==> config.mk <==
export PLATFORM = sky130hd
export DESIGN_NAME = ram_loader_flat
export DESIGN_NICKNAME = d
export VERILOG_FILES = /design/src/rtl/ram_loader_if.sv /design/src/rtl/ram_loader.sv /design/src/flat_wrapper.sv
export SDC_FILE = /design/constraint.sdc
export NUM_CORES = 1
export LEC_CHECK = 0
export CORE_ASPECT_RATIO = 0.75
export CORE_MARGIN = 2
export CORE_UTILIZATION = 45
export DETAILED_ROUTE_END_ITERATION = 16
export PLACE_DENSITY_LB_ADDON = 0.08
export SLEW_MARGIN = 20
export SYNTH_ARGS = -nofsm -noshare
export SYNTH_HDL_FRONTEND = slang
export SYNTH_SLANG_ARGS = --single-unit
==> constraint.sdc <==
create_clock -name clk -period 1.34 [get_ports clk]
set_input_delay 0.134 -clock clk [delete_from_list [all_inputs] [get_ports clk]]
set_output_delay 0.134 -clock clk [all_outputs]
set_load 0.05 [all_outputs]
==> src/rtl/ram_loader_if.sv <==
// Loader handshake and shared-bus signals.
// The loader is the master; the system/stream side is the slave.
interface ram_loader_if #(
    parameter int ADDR_W = 4
) ();
    logic              start;
    logic [7:0]        in_data;
    logic              in_valid;
    logic              in_ready;
    logic [7:0]        bus_out;
    logic              bus_oe;
    logic              mi;
    logic              ri;
    logic              cpu_hold;
    logic              busy;
    logic              done;
    logic [ADDR_W-1:0] addr;
    logic              csum_err;

    modport master (
        input  start, in_data, in_valid,
        output in_ready, bus_out, bus_oe, mi, ri,
        output cpu_hold, busy, done, addr, csum_err
    );

    modport slave (
        output start, in_data, in_valid,
        input  in_ready, bus_out, bus_oe, mi, ri,
        input  cpu_hold, busy, done, addr, csum_err
    );
endinterface

==> src/rtl/ram_loader.sv <==
// Program loader: streams bytes into RAM via MI/RI bus cycles while the CPU is held.
// LOADER_CHECKSUM_EN adds a trailing checksum byte check (csum_err).
module ram_loader #(
    parameter int MEM_DEPTH = 16,
    parameter int ADDR_W    = 4
) (
    input  logic         clk,
    input  logic         clr,
    ram_loader_if.master lif
);
    localparam logic [ADDR_W-1:0] LAST = ADDR_W'(MEM_DEPTH - 1);

    typedef enum logic [2:0] {
        S_IDLE,
        S_WAIT_BYTE,
        S_ADDR,
        S_DATA,
        S_FINISH
`ifdef LOADER_CHECKSUM_EN
        , S_WAIT_SUM
`endif
    } state_t;

    state_t            state_q, state_d;
    logic [ADDR_W-1:0] addr_q, addr_d;
    logic [7:0]        data_q, data_d;
    logic [7:0]        bus_out_q, bus_out_d;
    logic              bus_oe_q, bus_oe_d;
    logic              mi_q, mi_d;
    logic              ri_q, ri_d;
    logic              cpu_hold_q, cpu_hold_d;
    logic              busy_q, busy_d;
    logic              done_q, done_d;
    logic              to_finish;
`ifdef LOADER_CHECKSUM_EN
    logic [7:0]        sum_q, sum_d;
    logic              csum_err_q, csum_err_d;
`endif

    always_comb begin
        state_d    = state_q;
        addr_d     = addr_q;
        data_d     = data_q;
        bus_out_d  = 8'h00;
        bus_oe_d   = 1'b0;
        mi_d       = 1'b0;
        ri_d       = 1'b0;
        cpu_hold_d = cpu_hold_q;
        busy_d     = busy_q;
        done_d     = 1'b0;
        to_finish  = 1'b0;
`ifdef LOADER_CHECKSUM_EN
        sum_d      = sum_q;
        csum_err_d = csum_err_q;
`endif
        unique case (state_q)
            S_IDLE: begin
                if (lif.start) begin
                    state_d    = S_WAIT_BYTE;
                    addr_d     = '0;
                    busy_d     = 1'b1;
                    cpu_hold_d = 1'b1;
`ifdef LOADER_CHECKSUM_EN
                    sum_d      = 8'h00;
                    csum_err_d = 1'b0;
`endif
                end
            end
            S_WAIT_BYTE: begin
                // Outputs are registered, so the MI cycle is set up on accept.
                if (lif.in_valid) begin
                    data_d    = lif.in_data;
                    state_d   = S_ADDR;
                    bus_oe_d  = 1'b1;
                    bus_out_d = 8'(addr_q);
                    mi_d      = 1'b1;
                end
            end
            S_ADDR: begin
                state_d   = S_DATA;
                bus_oe_d  = 1'b1;
                bus_out_d = data_q;
                ri_d      = 1'b1;
            end
            S_DATA: begin
`ifdef LOADER_CHECKSUM_EN
                sum_d = sum_q + data_q;
`endif
                if (addr_q == LAST) begin
`ifdef LOADER_CHECKSUM_EN
                    state_d = S_WAIT_SUM;
`else
                    to_finish = 1'b1;
`endif
                end else begin
                    addr_d  = addr_q + ADDR_W'(1);
                    state_d = S_WAIT_BYTE;
                end
            end
            S_FINISH: begin
                state_d = S_IDLE;
            end
`ifdef LOADER_CHECKSUM_EN
            S_WAIT_SUM: begin
                if (lif.in_valid) begin
                    csum_err_d = (lif.in_data != sum_q);
                    to_finish  = 1'b1;
                end
            end
`endif
            default: begin
                state_d = S_IDLE;
            end
        endcase
        if (to_finish) begin
            state_d    = S_FINISH;
            done_d     = 1'b1;
            busy_d     = 1'b0;
            cpu_hold_d = 1'b0;
            addr_d     = '0;
        end
    end

    always_ff @(posedge clk) begin
        if (clr) begin
            state_q    <= S_IDLE;
            addr_q     <= '0;
            data_q     <= 8'h00;
            bus_out_q  <= 8'h00;
            bus_oe_q   <= 1'b0;
            mi_q       <= 1'b0;
            ri_q       <= 1'b0;
            cpu_hold_q <= 1'b0;
            busy_q     <= 1'b0;
            done_q     <= 1'b0;
`ifdef LOADER_CHECKSUM_EN
            sum_q      <= 8'h00;
            csum_err_q <= 1'b0;
`endif
        end else begin
            state_q    <= state_d;
            addr_q     <= addr_d;
            data_q     <= data_d;
            bus_out_q  <= bus_out_d;
            bus_oe_q   <= bus_oe_d;
            mi_q       <= mi_d;
            ri_q       <= ri_d;
            cpu_hold_q <= cpu_hold_d;
            busy_q     <= busy_d;
            done_q     <= done_d;
`ifdef LOADER_CHECKSUM_EN
            sum_q      <= sum_d;
            csum_err_q <= csum_err_d;
`endif
        end
    end

`ifdef LOADER_CHECKSUM_EN
    assign lif.in_ready = (state_q == S_WAIT_BYTE) ||
                          (state_q == S_WAIT_SUM);
    assign lif.csum_err = csum_err_q;
`else
    assign lif.in_ready = (state_q == S_WAIT_BYTE);
    assign lif.csum_err = 1'b0;
`endif
    assign lif.bus_out  = bus_out_q;
    assign lif.bus_oe   = bus_oe_q;
    assign lif.mi       = mi_q;
    assign lif.ri       = ri_q;
    assign lif.cpu_hold = cpu_hold_q;
    assign lif.busy     = busy_q;
    assign lif.done     = done_q;
    assign lif.addr     = addr_q;
endmodule

==> src/flat_wrapper.sv <==
// flat-port wrapper written by rule: the top's interface ports become plain ports
module ram_loader_flat 
#(
    parameter int MEM_DEPTH = 16,
    parameter int ADDR_W    = 4
)
  (clk, clr, lif_start, lif_in_data, lif_in_valid, lif_in_ready, lif_bus_out, lif_bus_oe, lif_mi, lif_ri, lif_cpu_hold, lif_busy, lif_done, lif_addr, lif_csum_err);
  ram_loader_if #(.ADDR_W(ADDR_W)) lif_i ();
  input  logic clk;
  input  logic clr;
  input wire logic [$bits(lif_i.start)-1:0] lif_start;
  input wire logic [$bits(lif_i.in_data)-1:0] lif_in_data;
  input wire logic [$bits(lif_i.in_valid)-1:0] lif_in_valid;
  output wire logic [$bits(lif_i.in_ready)-1:0] lif_in_ready;
  output wire logic [$bits(lif_i.bus_out)-1:0] lif_bus_out;
  output wire logic [$bits(lif_i.bus_oe)-1:0] lif_bus_oe;
  output wire logic [$bits(lif_i.mi)-1:0] lif_mi;
  output wire logic [$bits(lif_i.ri)-1:0] lif_ri;
  output wire logic [$bits(lif_i.cpu_hold)-1:0] lif_cpu_hold;
  output wire logic [$bits(lif_i.busy)-1:0] lif_busy;
  output wire logic [$bits(lif_i.done)-1:0] lif_done;
  output wire logic [$bits(lif_i.addr)-1:0] lif_addr;
  output wire logic [$bits(lif_i.csum_err)-1:0] lif_csum_err;
  assign lif_i.start = lif_start;
  assign lif_i.in_data = lif_in_data;
  assign lif_i.in_valid = lif_in_valid;
  assign lif_in_ready = lif_i.in_ready;
  assign lif_bus_out = lif_i.bus_out;
  assign lif_bus_oe = lif_i.bus_oe;
  assign lif_mi = lif_i.mi;
  assign lif_ri = lif_i.ri;
  assign lif_cpu_hold = lif_i.cpu_hold;
  assign lif_busy = lif_i.busy;
  assign lif_done = lif_i.done;
  assign lif_addr = lif_i.addr;
  assign lif_csum_err = lif_i.csum_err;
  ram_loader #(.MEM_DEPTH(MEM_DEPTH), .ADDR_W(ADDR_W)) u_core (.clk(clk), .clr(clr), .lif(lif_i));
endmodule
* Word level (Yosys, flattened, before mapping)
Cells that the tools add are included.
W data, S select, Z words.
** Operators by class
- $add $sub $neg :: 1
- Equality and inequality tests :: 10
- Muxes and demuxes :: 16
- Bitwise logic cells :: 1
- Reduce and logical (&&, ||, !) cells :: 9
** Operators by type and width (number)
- $pmux W8 S2 :: 1
- $mux W3 :: 4
- $mux W4 :: 3
- $pmux W3 S4 :: 1
- $ne A3 B2 Y1 const B :: 3
- $reduce_and A3 Y1 :: 3
- $pmux W4 S2 :: 1
- $eq A3 B2 Y1 const B :: 2
- $ne A2 B2 Y1 const B :: 3
- $mux W1 :: 5
- $add A4 B1 Y4 const B :: 1
- $eq A4 B4 Y1 const B :: 1
- $reduce_and A2 Y1 :: 2
- $reduce_or A2 Y1 :: 2
- $eq A3 B1 Y1 const B :: 1
- $logic_not A3 Y1 :: 1
- $pmux W1 S2 :: 1
- $reduce_bool A2 Y1 :: 1
- $not A1 Y1 :: 1
** Storage, ports and cells
- Register bits :: 28
- Output and inout bits :: 20

* Depth between registers and ports, before layout
- Word-level depth :: 5
- Depth in mapped cells :: 5

* Least setup slack after synthesis
No wires, ideal clock.
- Path type :: register -> register
- From :: reg u_core.addr_q[0] (netlist: u_core.lif.addr[0])
- To :: reg u_core.state_q[0]
- Arrival time :: 1.340 ns
- Required time :: 1.210 ns
- Slack :: -0.131 ns
- Cell stages (with the launch flop) :: 5
- Buffers on the path :: 0
- Period minus slack after synthesis :: 1.471 ns
- Path through :: dfxtp_1 > ha_1 > nand2_1 > nor3_1 > nor4_1
** Between the ends
- Word-level cells in the longest chain between the ends :: 4
- Elaborated cells on any way between the ends :: 6
- Classes of those cells :: 2 x eq/ne; 2 x mux; 2 x reduce/logical
** RTL lines
- start: declaration :: RTL line ram_loader.sv:25 : logic [ADDR_W-1:0] addr_q, addr_d;
- start signal: assignment :: RTL line ram_loader.sv:142 : addr_q <= addr_d;
- $eq A4 B4 Y1 (*) :: RTL line ram_loader.sv:89 : if (addr_q == LAST) begin
- $mux W1 :: RTL line ram_loader.sv:89
- $mux W1 :: RTL line ram_loader.sv:56 : unique case (state_q)
- $reduce_or A2 Y1 (no line)
- end signal: assignment :: RTL line ram_loader.sv:141 : state_q <= state_d;
- end: declaration :: RTL line ram_loader.sv:24 : state_t state_q, state_d;
Mark *: on every way between the ends. The rest lies on a longest branch, timed or not.
A chain may end at the register's enable or synchronous reset.

* Worst setup path in the final report
- From :: reg u_core.state_q[2]
- To :: out lif_in_ready
** Between the ends
- Word-level cells in the longest chain between the ends :: 1
** RTL lines
- $eq A3 B1 Y1 :: RTL line ram_loader.sv:163 : assign lif.in_ready = (state_q == S_WAIT_BYTE);
- end: declaration :: RTL line flat_wrapper.sv:14 : output wire logic [$bits(lif_i.in_ready)-1:0] lif_in_ready;
Every way passes these cells.

==> flow_metrics.py <==
metrics = {
    "run_status": {
        "status": "completed",
    },
    "cells_and_area": {
        "nets": 162,
        "layout-drive-gt1-share_pct": 27.7,
        "layoutNonFillerInstCount": 182,
        "antenna_cells": 0,
        "area_growth_pct": 51.2,
    },
    "timing": {
        "hold_viol": 0,
        "finalSetupViolations": 0,
        "clock_skew_ns": 0.0129,
        "post-route-period-util_pct": 97.8,
        "fin_crit_ns": 1.31,
        "slew_violations": 0,
        "fmax_ghz": 0.763,
        "hold_slack_ns": 0.342,
        "grt_setup_unrepaired": "true",
    },
    "worst_setup_path": {
        "cp_max_fo": 10,
        "critPathBufInv": 1,
        "crit_type": "reg -> out",
        "slowest_delay_ns": 0.42,
        "worstPathArrival_ns": 1.18,
        "cp-end-kind": "output pin",
        "crit_chain": "nor2_4 -> and2_4 -> buf_12",
        "slowest_stage": "dfxtp_4",
        "crit_family": "flip-flops",
        "critPathRequiredTime_ns": 1.21,
        "start_kind": "register",
    },
    "drt": {
        "drt.antenna.violating_nets": 0,
        "viasPerCell": 5.05,
        "firstDrtPassIters": 4,
        "drc": 0,
        "vias": 919,
        "initialDrtViolationCount": 17,
        "routedWlPerCell_um": 13.0,
        "routed_wirelength_um": 2360,
    },
    "floorplan": {
        "ioPinCount": 32,
        "die_w_um": 60.1,
        "start_util_pct": 46.8,
        "fp.dieH_um": 46.1,
        "dieArea_um2": 2770,
        "coreArea_um2": 2270,
        "placementRows": 15,
    },
    "synthesis": {
        "synth_top_area_share_pct": 52.8,
        "synth_commonest_cells": "28 x dfxtp_1, 18 x nand2_1, 10 x a21oi_1",
        "mappedNetlistArea_um2": 1060,
        "synth.avg_cell_area_um2": 9.16,
        "syn-num-nets": 129,
        "synth_most_common_cell": "dfxtp_1",
        "syn_inst": 116,
        "ys_seq_area_share_pct": 52.8,
        "ys_ff_latch": 28,
        "yosys.area.top_type": "dfxtp_1",
        "synthTopCellsByArea": "dfxtp_1 53%, nand2_1 6.4%, a21oi_1 4.7%",
        "synthFlopType": "dfxtp_1",
        "async_flop_share_pct": 0,
        "yosys_warnings": 0,
        "synth_edf_count": 0,
        "synth.distinct_cells": 31,
    },
    "global_route": {
        "antenna_found_initial": 0,
        "grt_usage_pct": 19.4,
        "grt_max_degree": 17,
        "grt_overflow": 0,
        "grt_first_pass_wirelength_um": 3890,
        "grt_pass1_vias": 878,
    },
    "clocking": {
        "insertion_delay_ns": 0.33,
        "clkTransAtPathRegs_ns": 0.15,
        "cts-root-buf": "clkbuf_4",
        "cts.sinks": 28,
        "clk_path_buf_depth": 2,
        "cts_tree": "done",
        "cts_made_buffers": 3,
        "hold_buffers": 0,
        "h-tree-depth": 1,
    },
    "hold_path": {
        "hp-class": "in -> reg",
    },
    "placement": {
        "place_hpwl_um": 1690,
        "dpl.cell_count": 178,
        "gp_congestion": 0.739,
        "io_buffer_count": 30,
    },
    "power": {
        "powerDensity_nw_per_um2": 1050,
        "ir_drop_v": 0.000827,
        "p_leak_nw": 0.600,
        "p_total_mw": 1.69,
    },
    "flow_run": {
        "cap_violations": 0,
    },
}
## power by group
part	internal [mW]	total [mW]	switching, mW
combinational	0.129	0.254	0.125
sequential	0.854	0.885	0.0312
clock	0.303	0.550	0.247
total	1.29	1.69	0.404
## stage by stage
step	util (%)	TNS (ns)	setup WS (ns)	cell area (um2)
6_report	70.7	0	0.0289	1610
5_1_grt	70.7	-0.0247	-0.0247	1610
4_1_cts	70.2	0	0.0102	1600
3_5_place_dp	67.2	-0.123	-0.0576	1530
3_3_place_gp	67.2	0	0.0172	1530
2_1_floorplan	-	0	0.0474	1060
## worst register-to-register path: cells and delay by family, from the launching register on
family	cells	cell delay (ns)
compound gates	2	0.56
flops	1	0.42
simple gates	1	0.17
## state kept, by name, indices dropped and copies added (netlist names)
signal and count:
u_core.data_q 8, u_core.lif.bus_out 8, u_core.lif.addr 4, u_core.state_q 3, u_core.lif.bus_oe 1, u_core.lif.cpu_hold 1
u_core.lif.done 1, u_core.lif.mi 1, u_core.lif.ri 1
## logic make-up (layout without fill, tap and decap cells)
family,after synthesis,after routing,synth area share [%]
compound gates,18,18,10.2
xor+xnor,2,2,1.65
fa+ha+maj,1,1,1.18
buf+inv,12,44,5.65
flops,28,28,52.8
mux,2,2,2.00
other cells,1,1,0.353
simple gates,52,52,26.1
## layer usage
layer	part of all wire [%]	vias to the layer above	GRT usage, %
met5	0	-	0
met4	2.0	0	7.11
met3	3.7	6	5.62
met2	47	23	32.0
met1	47	435	24.4
li1	-	455	-
## layout by cell type, fill, tap and decap left out
cell type,synthesis,final
dfxtp_1,28,23
nand2_1,18,18
buf_12,0,13
buf_4,3,13
clkdlybuf4s50_1,0,11
a21oi_1,10,10
nor3_1,6,5
nor2_1,6,5
and2_1,5,4
a22oi_1,4,4
nand3_1,3,3
nor2b_1,3,3
nor4_1,3,3
inv_1,3,3
clkbuf_4,0,3
dfxtp_2,0,3
xnor2_1,2,2
o22ai_1,2,2
dfxtp_4,0,2
nor2_4,0,1
and2_4,0,1
nor3_2,0,1
nor3b_2,1,1
and2b_1,1,1
or3_1,1,1
and4bb_4,0,1
nand4bb_1,1,1
nand4b_1,1,1
a221o_1,1,1
mux2_2,1,1
or3b_1,1,1
nand4_1,1,1
a31oi_1,1,1
mux2i_1,1,1
ha_1,1,1
conb_1,1,1
bufinv_16,0,1
## final cells by class
type / count / area (um2)
fill: 166 / 664
sequential: 28 / 572
timing repair buffer: 37 / 468
multi-input combinational: 76 / 460
tap: 34 / 42.5
clock inverter: 1 / 30.0
clock buffer: 3 / 22.5
inverter: 3 / 11.3
## final timing paths
| check | startpoint | endpoint | slack (ns) | depth (start not counted) |
|---|---|---|---|---|
| worst max-delay path | u_core.state_q[2] | lif_in_ready | 0.03 | 3 |
| worst min-delay path | lif_in_data[6] | u_core.data_q[6] | 0.34 | 3 |
| worst max register to register | u_core.state_q[1] | u_core.lif.addr[3] | 0.12 | 3 |
| worst min register to register | u_core.data_q[6] | u_core.lif.bus_out[6] | 0.46 | 1 |
## timing repair
item | in CTS | in global routing
cloned | 0 | 0
gates resized for setup | 7 | 3
pin swaps | 0 | 0
endpoints found under the setup margin | 4 | 6
buffers inserted | 0 | 0
Power figures use the tool's default switching activity.
